===== src/rtl/br_pkg.sv =====
// Shared branch-predictor widths and the branch order buffer entry layout.
// The predictor and the BOB both import this, so their field widths always agree.
package br_pkg;

    localparam int GHIST_W = 12;
    localparam int LHIST_W = 10;
    localparam int PC_W    = 64;

    typedef struct packed {
        logic [PC_W-1:0]    brpc;
        logic [GHIST_W-1:0] bhr;
        logic [LHIST_W-1:0] bht;
        logic               chwe;
        logic               chbrdir;
        logic               pred;
    } bob_entry_t;

endpackage


===== src/rtl/circ_ptr.sv =====
// Circular pointer: +1 per inc with natural wrap at 2**PTR_W, synchronous clear.
// Clear wins over increment; async active-high reset to zero.
module circ_ptr #(
    parameter int PTR_W = 4
) (
    input  logic             clock,
    input  logic             reset,
    input  logic             clr,
    input  logic             inc,
    output logic [PTR_W-1:0] ptr
);

    logic [PTR_W-1:0] ptr_q;

    always_ff @(posedge clock or posedge reset) begin
        if (reset) begin
            ptr_q <= '0;
        end else if (clr) begin
            ptr_q <= '0;
        end else if (inc) begin
            ptr_q <= ptr_q + PTR_W'(1);
        end
    end

    assign ptr = ptr_q;

endmodule


===== src/rtl/br_order_buf.sv =====
// In-order circular buffer of per-branch predictor metadata; head read is combinational
// (zero latency), write-to-head latency 1. Enqueue is dropped when full (fetch must stall on bob_full_o).
module br_order_buf
    import br_pkg::*;
#(
    parameter int DEPTH = 16,
    parameter int PTR_W = 4
) (
    input  logic               clock,
    input  logic               reset,
    input  logic               enq_vld_i,
    input  logic [PC_W-1:0]    enq_brpc_i,
    input  logic [GHIST_W-1:0] enq_bhr_i,
    input  logic [LHIST_W-1:0] enq_bht_i,
    input  logic               enq_chwe_i,
    input  logic               enq_chbrdir_i,
    input  logic               enq_pred_i,
    input  logic               deq_i,
    input  logic               rt_brdir_i,
    input  logic               flush_i,
    output logic               bob_valid_o,
    output logic [PC_W-1:0]    bob_brpc_o,
    output logic [GHIST_W-1:0] bob_bhr_o,
    output logic [LHIST_W-1:0] bob_bht_o,
    output logic               bob_chwe_o,
    output logic               bob_chbrdir_o,
    output logic               bob_mispred_o,
    output logic               bob_full_o,
    output logic [PTR_W:0]     bob_count_o,
    output logic               bob_err_o
);

    localparam logic [PTR_W:0] DEPTH_C = (PTR_W+1)'(DEPTH);

    bob_entry_t       mem [DEPTH];
    logic [DEPTH-1:0] valid_q;
    logic [PTR_W:0]   count_q;
    logic             err_q;
    logic [PTR_W-1:0] head_q;
    logic [PTR_W-1:0] tail_q;

    logic       full;
    logic       head_vld;
    logic       enq_ok;
    logic       deq_ok;
    logic       err_set;
    bob_entry_t head_ent;
    bob_entry_t wr_ent;

    assign full     = (count_q == DEPTH_C);
    assign head_vld = valid_q[head_q];

    // Flush discards the enqueue silently; a full-buffer enqueue is an error even if a deq frees a slot this cycle.
    assign enq_ok  = enq_vld_i & ~full & ~flush_i;
    assign deq_ok  = deq_i & head_vld;
    assign err_set = (enq_vld_i & full & ~flush_i) | (deq_i & ~head_vld);

    circ_ptr #(.PTR_W(PTR_W)) u_head_ptr (
        .clock (clock),
        .reset (reset),
        .clr   (flush_i),
        .inc   (deq_ok),
        .ptr   (head_q)
    );

    circ_ptr #(.PTR_W(PTR_W)) u_tail_ptr (
        .clock (clock),
        .reset (reset),
        .clr   (flush_i),
        .inc   (enq_ok),
        .ptr   (tail_q)
    );

    always_comb begin
        wr_ent         = '0;
        wr_ent.brpc    = enq_brpc_i;
        wr_ent.bhr     = enq_bhr_i;
        wr_ent.bht     = enq_bht_i;
        wr_ent.chwe    = enq_chwe_i;
        wr_ent.chbrdir = enq_chbrdir_i;
        wr_ent.pred    = enq_pred_i;
    end

    // Payload needs no reset: every read is gated by the entry's valid bit.
    always_ff @(posedge clock) begin
        if (enq_ok) begin
            mem[tail_q] <= wr_ent;
        end
    end

    always_ff @(posedge clock or posedge reset) begin
        if (reset) begin
            valid_q <= '0;
            count_q <= '0;
            err_q   <= 1'b0;
        end else begin
            if (err_set) begin
                err_q <= 1'b1;
            end
            if (flush_i) begin
                valid_q <= '0;
                count_q <= '0;
            end else begin
                if (enq_ok) begin
                    valid_q[tail_q] <= 1'b1;
                end
                if (deq_ok) begin
                    valid_q[head_q] <= 1'b0;
                end
                case ({enq_ok, deq_ok})
                    2'b10:   count_q <= count_q + (PTR_W+1)'(1);
                    2'b01:   count_q <= count_q - (PTR_W+1)'(1);
                    default: count_q <= count_q;
                endcase
            end
        end
    end

    always_comb begin
        head_ent = '0;
        if (head_vld) begin
            head_ent = mem[head_q];
        end
    end

    assign bob_valid_o   = head_vld;
    assign bob_brpc_o    = head_ent.brpc;
    assign bob_bhr_o     = head_ent.bhr;
    assign bob_bht_o     = head_ent.bht;
    assign bob_chwe_o    = head_ent.chwe;
    assign bob_chbrdir_o = head_ent.chbrdir;
    assign bob_mispred_o = deq_i & head_vld & (rt_brdir_i != head_ent.pred);
    assign bob_full_o    = full;
    assign bob_count_o   = count_q;
    assign bob_err_o     = err_q;

endmodule


===== config.mk =====
export PLATFORM = sky130hd
export DESIGN_NAME = br_order_buf
export DESIGN_NICKNAME = d
export VERILOG_FILES = /design/src/rtl/br_pkg.sv /design/src/rtl/circ_ptr.sv /design/src/rtl/br_order_buf.sv
export SDC_FILE = /design/constraint.sdc
export NUM_CORES = 1
export LEC_CHECK = 0
export BUFFER_PORTS_ARGS = -buffer_cell sky130_fd_sc_hd__buf_2
export CAP_MARGIN = 20
export CORE_MARGIN = 1.5
export CORE_UTILIZATION = 56
export CTS_BUF_LIST = sky130_fd_sc_hd__clkbuf_16
export DETAILED_ROUTE_END_ITERATION = 7
export PLACE_DENSITY_LB_ADDON = 0.3
export SLEW_MARGIN = 20
export SYNTH_ARGS = -nofsm -noshare
export SYNTH_HDL_FRONTEND = slang
export SYNTH_SLANG_ARGS = --single-unit

===== constraint.sdc =====
create_clock -name clock -period 7.4 [get_ports clock]
set_input_delay 0.37 -clock clock [delete_from_list [all_inputs] [get_ports clock]]
set_output_delay 0.37 -clock clock [all_outputs]
set_load 0.02 [all_outputs]

### Yosys cells after proc, flatten, opt, wreduce, memory -nomap -nowiden

Memory sizes are Yosys's and may differ from the RTL's.
Cells that the tools add are included.

| storage, ports and cells | value |
|---|---|
| bits in registers | 30 |
| memories | 1 |
| logic and storage cells | 56 |
| latch bits | 0 |
| bits in read-only memories | 0 |
| output and inout bits | 97 |
| RAM bits | 1424 |
| input port bits | 95 |

Memories:

| name | words | bits a word | rd ports | clocked after Yosys merged registers in | wr ports | RTL line | source |
|---|---|---|---|---|---|---|---|
| mem | 16 | 89 | 1 | 0 | 1 | br_order_buf.sv:35 | `bob_entry_t mem [DEPTH];` |

| operators by class | value |
|---|---|
| shift-type cells | 0 |
| add/subtract/negate cells | 4 |
| reductions and logical operators | 5 |
| equality and inequality tests | 4 |
| bitwise logic cells | 14 |
| div/mod/pow operators | 0 |
| $mul | 0 |
| multiplexer cells | 19 |
| order comparisons | 4 |

Operator list:

| operator | number |
|---|---|
| 89-bit 2-to-1 mux | 1 |
| 16-bit 2-to-1 mux | 4 |
| 16-bit bitwise AND | 1 |
| 4-bit 2-to-1 mux | 4 |
| 16-bit inverter | 1 |
| 16-bit OR | 1 |
| 4-bit by 5-bit < comparator with 1-bit output (second input constant) | 2 |
| 5-bit one-hot mux with 2 select lines | 1 |
| 4-bit by 1-bit adder with 4-bit output (second input constant) | 2 |
| 1-bit demux with 4-bit select | 2 |
| 4-bit by 1-bit >= comparator with 1-bit output (second input constant) | 2 |
| 1-bit bitwise AND | 7 |
| 5-bit by 1-bit adder with 5-bit output (second input constant) | 1 |
| 5-bit equality test (second input constant) | 1 |
| 1-bit 2-to-1 mux | 5 |
| 5-bit 2-to-1 mux | 1 |
| 5-bit by 1-bit subtractor with 5-bit output (second input constant) | 1 |
| 1-bit binary-select mux with 4-bit select | 1 |
| 2-bit nonzero test | 2 |
| 1-bit inverter | 3 |
| 3-bit nonzero test | 1 |
| 2-bit by 1-bit equality test with 1-bit output (second input constant) | 1 |
| 2-bit equality test (second input constant) | 1 |
| 1-bit logical AND | 2 |
| 2 further kinds | 2 |

### Longest topological paths before layout

Gate-level depths: netlist of run 1.

| depth | value |
|---|---|
| word-level depth | 10 |
| depth in mapped cells | 14 |
| mapped depth without buffers | 11 |

### Cells and area by module

A second synthesis of run 1 with hierarchy kept.

| second synthesis, totals | value |
|---|---|
| cells, all modules | 2285 |
| area, all modules | 55898.6 um^2 |

By module, submodules not included:

| module | instances | sequential area each (um^2) | area an instance (um^2) | cells an instance |
|---|---|---|---|---|
| br_order_buf | 1 | 43311.5 | 55505.7 | 2251 |
| circ_ptr | 2 | 100.1 | 196.4 | 17 |

### Worst setup path before layout of run 1

OpenSTA, ideal clock, no wires.

| path | value |
|---|---|
| path kind | register -> register |
| start point | register count_q[1] (netlist: bob_count_o[1]) |
| end point | memory mem[0][0] (netlist name), enable pin |
| path buffers | 2 |
| arrival | 7.784 ns |
| data required time | 6.755 ns |
| slack | -1.030 ns |
| period minus slack after synthesis | 8.430 ns |
| cell stages (with the launch flop) | 8 |
| library setup time | 0.645 ns |
| cell sequence | dfrtp_1 > clkbuf_1 > nor4_1 > and2_1 > nor2b_1 > clkbuf_1 > nand2_1 > nor3_1 |

| on the way | value |
|---|---|
| word-level cells in the longest chain between the ends | 6 |

RTL lines:

| element | RTL line | source |
|---|---|---|
| start, declared | br_order_buf.sv:37 | `logic [PTR_W:0] count_q;` |
| start signal, assigned | br_order_buf.sv:111 | `2'b10: count_q <= count_q + (PTR_W+1)'(1);` |
| start signal, assigned | br_order_buf.sv:112 | `2'b01: count_q <= count_q - (PTR_W+1)'(1);` |
| start signal, assigned | br_order_buf.sv:113 | `default: count_q <= count_q;` |
| 5-bit equality test | br_order_buf.sv:50 | `assign full = (count_q == DEPTH_C);` |
| named net bob_full_o | br_order_buf.sv:28 | `output logic bob_full_o,` |
| 1-bit inverter | br_order_buf.sv:54 | `assign enq_ok = enq_vld_i & ~full & ~flush_i;` |
| 1-bit bitwise AND (2 in series) | br_order_buf.sv:54 |  |
| 1-bit 2-to-1 mux | br_order_buf.sv:86 | `if (enq_ok) begin` |
| 1-bit 2-to-1 mux (not written as such) | br_order_buf.sv:87 | `mem[tail_q] <= wr_ent;` |
| end, declared | br_order_buf.sv:35 |  |

The timed path passes the listed nets, and every way through them passes these cells.

### Final worst setup path of run 1

| path | value |
|---|---|
| start point | register u_head_ptr.ptr_q[2] (netlist: u_head_ptr.ptr[2]) |
| end point | output bob_brpc_o[55] |

| on the way | value |
|---|---|
| word-level cells in the longest chain between the ends | 3 |
| elaborated cells between the ends (all ways) | 4 |
| classes of those cells | 3 x mux; 1 x memory |

RTL lines:

| element | RTL line | source |
|---|---|---|
| start, declared | circ_ptr.sv:13 | `logic [PTR_W-1:0] ptr_q;` |
| start signal, assigned | circ_ptr.sv:21 | `ptr_q <= ptr_q + PTR_W'(1);` |
| 1-bit binary-select mux with 4-bit select | br_order_buf.sv:51 | `assign head_vld = valid_q[head_q];` |
| 1-bit 2-to-1 mux (not written as such) | br_order_buf.sv:51 |  |
| 89-bit 2-to-1 mux * | br_order_buf.sv:121 | `if (head_vld) begin` |
| end, declared | br_order_buf.sv:22 | `output logic [PC_W-1:0] bob_brpc_o,` |

Mark *: on every way between the ends. The rest lies on a longest branch, timed or not. The select of a mux whose other input is x is not followed.

==> results of run 1 <==
[where the power goes]
part	switching [mW]	leakage [nW]	internal (mW)	total [mW]
combinational	0.631	4.37	0.483	1.11
sequential	0.0350	13.2	9.11	9.15
clock	3.02	2.32	3.96	6.98
[cells in the mapped netlist, types with 9 or more instances]
library cell / n / share of area, %
nand2_1: 14 / 0.094
clkbuf_1: 66 / 0.44
mux4_2: 445 / 18
buf_2: 42 / 0.38
nor3_1: 10 / 0.089
buf_6: 12 / 0.24
edfxtp_1: 1424 / 76
dfrtp_1: 30 / 1.3
nor2_1: 26 / 0.17
inv_1: 10 / 0.067
nor2b_1: 95 / 1.1
nand3_1: 9 / 0.080
a31oi_1: 14 / 0.16
ha_1: 10 / 0.22
[flip-flops by register name (all words and copies together), names as in the netlist]
signal	flops
mem	1424
u_head_ptr.ptr	4
valid_q	16
bob_err_o	1
u_tail_ptr.ptr	4
bob_count_o	5
[kinds of logic (layout without fill, tap and decap cells)]
group                    count (synthesis)  in the layout  synth area share [%]
other                                    0              5                     0
XOR/XNOR                                 8              8                0.1252
buffers and inverters                  138            602                 1.190
AND/OR/NAND/NOR                        175            175                 1.751
adder cells (fa/ha/maj)                 10             10                0.2236
multiplexers                           454            454                 18.08
flip-flops                            1454           1454                 77.77
AO/OA/AOI/OAI                           65             65                0.8676
[metal layers]
layer  vias up  GRT usage [%]  wire length (um)
li1      10630              -                 -
met4         8          6.868              2580
met3       211          5.461             11420
met2      1376          41.74             64010
met5         -              0                47
met1     14080          35.59             48710
[layout by cell type (no fill, tap or decap), types with 6 or more instances in the layout]
cell,Yosys,routed
edfxtp_1,1424,1424
nand3_1,9,9
ha_1,10,10
buf_12,0,10
clkinv_1,0,35
mux2i_1,7,7
clkbuf_16,0,148
a211oi_1,7,7
buf_2,42,191
nand2_1,14,14
nor2_1,26,15
clkinv_2,0,30
a21oi_1,7,7
nor2_4,0,11
bufinv_16,0,9
inv_1,10,32
nor2b_1,95,95
mux4_2,445,445
dlygate4sd3_1,0,91
buf_4,1,34
nor3_1,10,6
a31oi_1,14,14
a311oi_1,6,6
dfrtp_1,30,26
[stage by stage]
| step | hold slack, ns | utilization [%] | total power, mW | setup WS (ns) |
|---|---|---|---|---|
| after global routing | 0.04794 | 64.90 | 17.74 | 2.265 |
| final | 0.06979 | 64.91 | 17.24 | 2.620 |
| after floorplan | 0.4608 | - | 10.02 | 1.358 |
| after CTS | 0.01809 | 64.87 | 17.36 | 2.460 |
| after detailed placement | 0.4704 | 59.35 | 10.40 | 3.249 |
| after global placement | 0.4673 | 59.25 | 10.37 | 3.285 |
[worst paths after layout]
check                      cells past startpoint                             to  slack (ns)
setup / recovery                               5                 bob_brpc_o[55]        2.62
hold / removal                                 1          mem[14][57]$_DFFE_PP_        0.07
setup reg to reg                              10     bob_count_o[4]$_DFFE_PP0P_        3.44
hold reg to reg                                1          bob_err_o$_DFFE_PP0P_        0.50
max in group asynchronous                      3  u_head_ptr.ptr[0]$_DFFE_PP0P_        6.61
min in group asynchronous                      3     bob_count_o[4]$_DFFE_PP0P_        0.29
[final cells by class]
cell class / count / area [sq um] / share of cell area (%)
inverter: 10 / 40.04 / 0.06249
clock inverter: 114 / 835.8 / 1.304
timing repair buffer: 330 / 2432 / 3.796
clock buffer: 148 / 3704 / 5.780
antenna: 5 / 12.51 / 0.01953
tap: 1287 / 1610 / 2.513
multi-input combinational: 712 / 11910 / 18.59
sequential: 1454 / 43530 / 67.93
[worst max-delay path: stages (launching register included)]
cell,delay [ns]
dfrtp_4,0.81
buf_4,0.78
buf_4,0.88
mux4_2,0.37
nor2b_1,0.48
buf_2,0.27
==> reports/qor_table.md, run 1 <==
| Item | Reported | Unit |
|---|---|---|
| Min Tclk post-route | 4.780 | ns |
| Number of clock sinks seen by CTS | 1454 | - |
| Maximum net fanout on the critical path | 39 | - |
| Horizontal die dimension | 319.1 | um |
| Max Transition Viols Final | 0 | - |
| Top_reg_cell synth | edfxtp_1 | - |
| Fin Clk Skew | 0.02213 | ns |
| Clock Tree Root | clkbuf_16 | - |
| Leakage power summed over all cells | 19.92 | nW |
| Crit share post-route | 64.59 | % |
| Number of enable flip-flop cells after synthesis | 1424 | - |
| Synth-to-Final Area Change | 14.51 | % |
| Min-Delay Startpoint | enq_brpc_i[32] | - |
| Routed Antenna Nets | 0 | - |
| Path class of the lowest-slack min-delay path | input pin to flop | - |
| Maximum number of pins on one net before global-route repair | 149 | - |
| Startpoint type of the worst setup path | flop | - |
| Mean area per synthesized cell | 24.28 | sq um |
| Data required time at the worst endpoint | 7.03 | ns |
| Post-synth design cell area | 0.05595 | sq mm |
| Synth warnings | 0 | - |
| Total Die Area | 0.1018 | sq mm |
| Vias per std cell | 6.479 | - |
| Outcome | finished clean | - |
| Placed cell count | 3701 | - |
| Worst setup EP type | output pin | - |
| Final count of hold timing violations | 0 | - |
| Hold buffer count at CTS | 91 | - |
| Final wirelength | 126800 | um |
| Number of nets in the finished design | 2756 | - |
| Filler Cells Inserted | 6209 | - |
| Async set-or-reset flop fraction in the synthesized netlist | 2.063 | % |
| Number of buffers inserted by port buffering | 191 | - |
| Critical Path AT | 4.41 | ns |
| CTS buffer count | 143 | - |
| Total power divided by cell area | 269.1 | mW/mm^2 |
| Row Count | 115 | - |
| Clock tree from TritonCTS | yes | - |
| Post-detailed-placement cell area | 0.05858 | sq mm |
| Number of global-route vias before repair | 27640 | - |
| Max Cap Violations | 0 | - |
| Mapped Cells | 2304 | - |
| Number of standard cells in the layout, taps in and fillers out | 4060 | - |
| Hpwl dp | 64320 | um |
| Normalized max-slew margin | 23.70 | % |
| Global placer's final weighted congestion | 0.7942 | - |
| Post-detailed-route wirelength per cell | 31.22 | um |
| Initial cell density of the core | 56.69 | % |
| Clock transition at the register clock pins on the worst setup and hold paths after CTS | 0.06 | ns |
| Number of buffers added for setup after CTS | 0 | - |
| Number of top-level pins | 192 | - |
| Category of the critical setup timing path | flop to output pin | - |
| Sum of negative setup slack | 0 | ns |
| Iteration-0 DRC Markers | 3133 | - |
| Clock network latency to the later pin of the worst-skew pair | 0.75 | ns |
| Pin slew with the least headroom to its limit | 1.145 | ns |
| Final instance area | 0.06407 | sq mm |
| Wire length of the first global-routing pass | 187900 | um |
| IR drop worst, VDD | 0.0002276 | V |
| Portion of the post-synthesis area used by sequential elements | 77.77 | % |
| Number of endpoints failing setup at the final stage | 0 | - |
| Die Span Y | 319.1 | um |
| Flip-flop and latch count after synthesis | 1454 | - |
| Fraction of final layout cells sized beyond drive strength 1 | 33.06 | % |
| Number of H-tree levels | 4 | - |
| Post-synthesis cell type count | 51 | - |
| Count of instances resized after the clock tree is built | 0 | - |
| Total congestion overflow | 0 | - |
| Number of buffers between clock root and the deepest sink | 3 | - |
| Startpoint of the lowest-slack register-to-register path | u_head_ptr.ptr[3]$_DFFE_PP0P_ | - |
| Routed vias | 26310 | - |
| Post-Synthesis Net Count | 2409 | - |
| Number of detailed-route iterations in the first pass | 5 | - |
| Beginning of the critical path | u_head_ptr.ptr[2]$_DFFE_PP0P_ | - |
| Initial antenna violation count | 9 | - |
| Placeable core region | 0.09871 | sq mm |
| Maximum clock frequency | 209.2 | MHz |
| GRT Util Overall | 25.57 | % |
| Post-detailed-route DRC marker count | 0 | - |
| RSZ-0062 raised after global routing | no | - |
No activity file was read; power rests on OpenSTA's default activity.
==> run 2: changes to the inputs <==
- ABC_AREA: unset -> 1
- CORE_UTILIZATION: 56 -> 60
- clock period: 7.4 -> 4.8 ns (I/O delays scaled with it)
==> run 2 against run 1 <==
  * Flip-flop and latch count unchanged
  * Sequential power up 55%
  * Clock-buffer cell count down 3
  * Largest cell class unchanged
  * Highest routed layer unchanged
  * First-iteration DRC count up 51%
  * Combinational power rose to 2.8 times the previous value
  * Power up 62%
  * Utilization up 4.0 points
  * Critical path depth up 2
==> reports/qor_table.md, run 2 <==
| Item | Reported | Unit | Delta |
|---|---|---|---|
| Register with the most flip-flops | mem | - |  |
| Crit share post-route | 88.87 | % |  |
| Clock tree from TritonCTS | yes | - |  |
| Mean area per synthesized cell | 13.43 | sq um | -45% |
| Met3 wire length | 12670 | um | +11% |
| Data required time at the worst endpoint | 4.56 | ns | -2.47 ns |
| Category of the critical setup timing path | flop to output pin | - |  |
| Iteration-0 DRC Markers | 4732 | - | +51% |
| Clock transition at the register clock pins on the worst setup and hold paths after CTS | 0.06 | ns | about the same |
| WL met2 | 69270 | um | +8.2% |
| Number of buffers inserted by port buffering | 191 | - | unchanged |
| Max FFs per register | 1424 | - | unchanged |
| Max Transition Viols Final | 0 | - | unchanged |
| Hpwl dp | 66320 | um | +3.1% |
| Total congestion overflow | 0 | - | unchanged |
| Maximum number of pins on one net before global-route repair | 178 | - | +19% |
| Number of buffers between clock root and the deepest sink | 3 | - | unchanged |
| Number of global-route vias before repair | 35010 | - | +27% |
| Worst setup EP type | output pin | - |  |
| Sum of negative setup slack | 0 | ns | unchanged |
| Fraction of final layout cells sized beyond drive strength 1 | 10.85 | % | -22 points |
| Synth-to-Final Area Change | 13.75 | % |  |
| Total Die Area | 0.09611 | sq mm | -5.6% |
| Pin slew with the least headroom to its limit | 1.049 | ns | -0.09527 ns |
| Commonest cells after routing, fill and taps aside | edfxtp_1 (1424), o21ai_0 (727), nor2_1 (726) | - |  |
| RSZ-0062 raised after global routing | no | - |  |
| Post-synth design cell area | 0.05656 | sq mm | +1.1% |
| Count of instances resized after the clock tree is built | 0 | - | unchanged |
| Final wirelength | 141600 | um | +12% |
| Number of H-tree levels | 4 | - | unchanged |
| Global placer's final weighted congestion | 0.8310 | - | +4.6% |
| Placeable core region | 0.09333 | sq mm | -5.4% |
| Leakage power summed over all cells | 21.44 | nW | +7.6% |
| Number of enable flip-flop cells after synthesis | 1424 | - | unchanged |
| Horizontal die dimension | 310.0 | um | -2.8% |
| Row Count | 112 | - | -2.6% |
| Clock Tree Root | clkbuf_16 | - |  |
| Flip-flop and latch count after synthesis | 1454 | - | unchanged |
| IR drop worst, VDD | 0.0004140 | V | +82% |
| Async set-or-reset flop fraction in the synthesized netlist | 2.063 | % | unchanged |
| Max Cap Violations | 0 | - | unchanged |
| Maximum clock frequency | 234.4 | MHz |  |
| Post-detailed-route wirelength per cell | 24.47 | um | -22% |
| Leading cell type in the layout, fill and taps excluded | edfxtp_1 | - |  |
| Startpoint of the lowest-slack register-to-register path | u_head_ptr.ptr[0]$_DFFE_PP0P_ | - |  |
| Routed Antenna Nets | 0 | - | unchanged |
| Beginning of the critical path | u_head_ptr.ptr[0]$_DFFE_PP0P_ | - |  |
| Number of nets in the finished design | 4522 | - | +64% |
| Top_reg_cell synth | edfxtp_1 | - |  |
| Post-Synthesis Net Count | 4316 | - | +79% |
| Number of top-level pins | 192 | - | unchanged |
| Min Tclk post-route | 4.266 | ns |  |
| Synth top area share | 75.61 | % | -0.81 points |
| Critical Path AT | 4.03 | ns | -0.38 ns |
| Vias per std cell | 6.301 | - | -2.7% |
| Commonest cells post-synth | edfxtp_1 (1424), nor2_1 (745), o21ai_0 (727), nand2_1 (417), o22ai_1 (358) | - |  |
| Fin Clk Skew | 0.03688 | ns | +0.01475 ns |
| Number of clock sinks seen by CTS | 1454 | - | unchanged |
| Post-detailed-route DRC marker count | 0 | - | unchanged |
| Number of detailed-route iterations in the first pass | 6 | - | +1 |
| Routed vias | 36450 | - | +39% |
| Portion of the post-synthesis area used by sequential elements | 76.94 | % | -0.83 points |
| Post-synthesis cell type count | 33 | - | -35% |
| Number of buffers added for setup after CTS | 0 | - | unchanged |
| Initial cell density of the core | 60.60 | % | +3.9 points |
| GRT Util Overall | 29.49 | % | +3.9 points |
| Total power divided by cell area | 433.4 | mW/mm^2 | +61% |
| Dominant cell by count in the synthesized netlist | edfxtp_1 | - |  |
| Highest routing layer actually used | met5 | - |  |
| CTS buffer count | 142 | - | -0.70% |
| Maximum net fanout on the critical path | 177 | - | +350% |
| Final count of hold timing violations | 0 | - | unchanged |
| Die Span Y | 310.0 | um | -2.8% |
| Wire length of the first global-routing pass | 211000 | um | +12% |
| Path class of the lowest-slack min-delay path | input pin to asynchronous set/reset pin | - |  |
| Cells taking the most area after synthesis | edfxtp_1 (76%), o21ai_0 (6.4%), nor2_1 (4.9%), o22ai_1 (4.0%), nand2_1 (2.8%) | - |  |
| Total routed wire length on the met1 layer | 54470 | um | +12% |
| Outcome | finished clean | - |  |
| Number of endpoints failing setup at the final stage | 0 | - | unchanged |
| Mapped Cells | 4211 | - | +83% |
| Initial antenna violation count | 11 | - | +2 |
| Total power consumption of the routed design | 27.88 | mW | +62% |
| Synth warnings | 0 | - | unchanged |
| Normalized max-slew margin | 29.88 | % | +6.2 points |
| Startpoint type of the worst setup path | flop | - |  |
| Clock network latency to the later pin of the worst-skew pair | 0.75 | ns | about the same |
| Cell accounting for the most synthesized area | edfxtp_1 | - |  |
==> run 2: cells by family after synthesis <==
family          synth area share (%)
xor+xnor                     0.04647
fa+ha+maj                     0.2212
buf+inv                        2.661
compound gates                 11.99
simple gates                   8.141
flops                          76.94
==> run 2: routing by layer <==
layer  up-vias  GRT usage (%)
met4        10          12.69
li1      16120              -
met1     18030          39.98
met5         -              0
met3       331          4.659
met2      1964          47.99
==> run 2: path summary, 6_finish.rpt <==
kind                                                  to  slack [ns]  cells after the start
setup reg to reg                   bob_err_o$_DFFE_PP0P_        1.28                     13
min in group clock                  mem[9][75]$_DFFE_PP_        0.41                      2
hold reg to reg                    valid_q[12]$_DFF_PP0_        0.54                      2
max in group asynchronous  u_head_ptr.ptr[0]$_DFFE_PP0P_        4.31                      4
setup / recovery                              bob_chwe_o        0.53                      7
hold / removal                bob_count_o[4]$_DFFE_PP0P_        0.12                      4
==> run 2: per-stage QoR <==
stage / util [%] / std cells / worst slack, ns / instance area [sq um] / hold WS [ns]
6_report: 68.93 / 5785 / 0.5344 / 64330 / 0.1176
5_1_grt: 68.93 / 5784 / 0.3644 / 64330 / 0.1578
4_1_cts: 68.92 / 5780 / 0.5112 / 64320 / 0.08815
3_5_place_dp: 63.17 / 5432 / 1.314 / 58960 / 0.3403
3_3_place_gp: 63.17 / 5432 / 1.307 / 58960 / 0.3393
2_1_floorplan: - / 4211 / -0.8074 / 56590 / 0.3124
==> run 2: report_power, final <==
part           leakage (nW)  switching (mW)  internal, mW
registers              13.2          0.0964          14.1
logic                  5.94            2.23         0.924
clock network          2.27            4.61          5.93
==> run 2: area by class of cell <==
| class | instances | area, sq um |
|---|---|---|
| flip-flops and latches | 1454 | 43520 |
| fillers | 6271 | 29000 |
| multi-input cells | 2408 | 11680 |
| clock buffers | 145 | 3628 |
| repair buffers | 353 | 2898 |
| well taps | 1254 | 1569 |
| clock inverters | 108 | 783.3 |
| inverters | 58 | 242.7 |
| diodes | 5 | 12.51 |
==> run 2: repair_timing <==
action,in CTS,in global routing
endpoints found under the hold margin,1465,0
setup endpoints to repair,0,0
hold buffers,95,0
==> run 2: critical path: stages, from the launching register on <==
cell and delay (ns):
dfrtp_4 0.78, inv_8 0.56, buf_12 0.61, nor2_1 0.08
o22ai_1 0.19, nand2_1 0.07, a41oi_1 0.61, buf_2 0.29
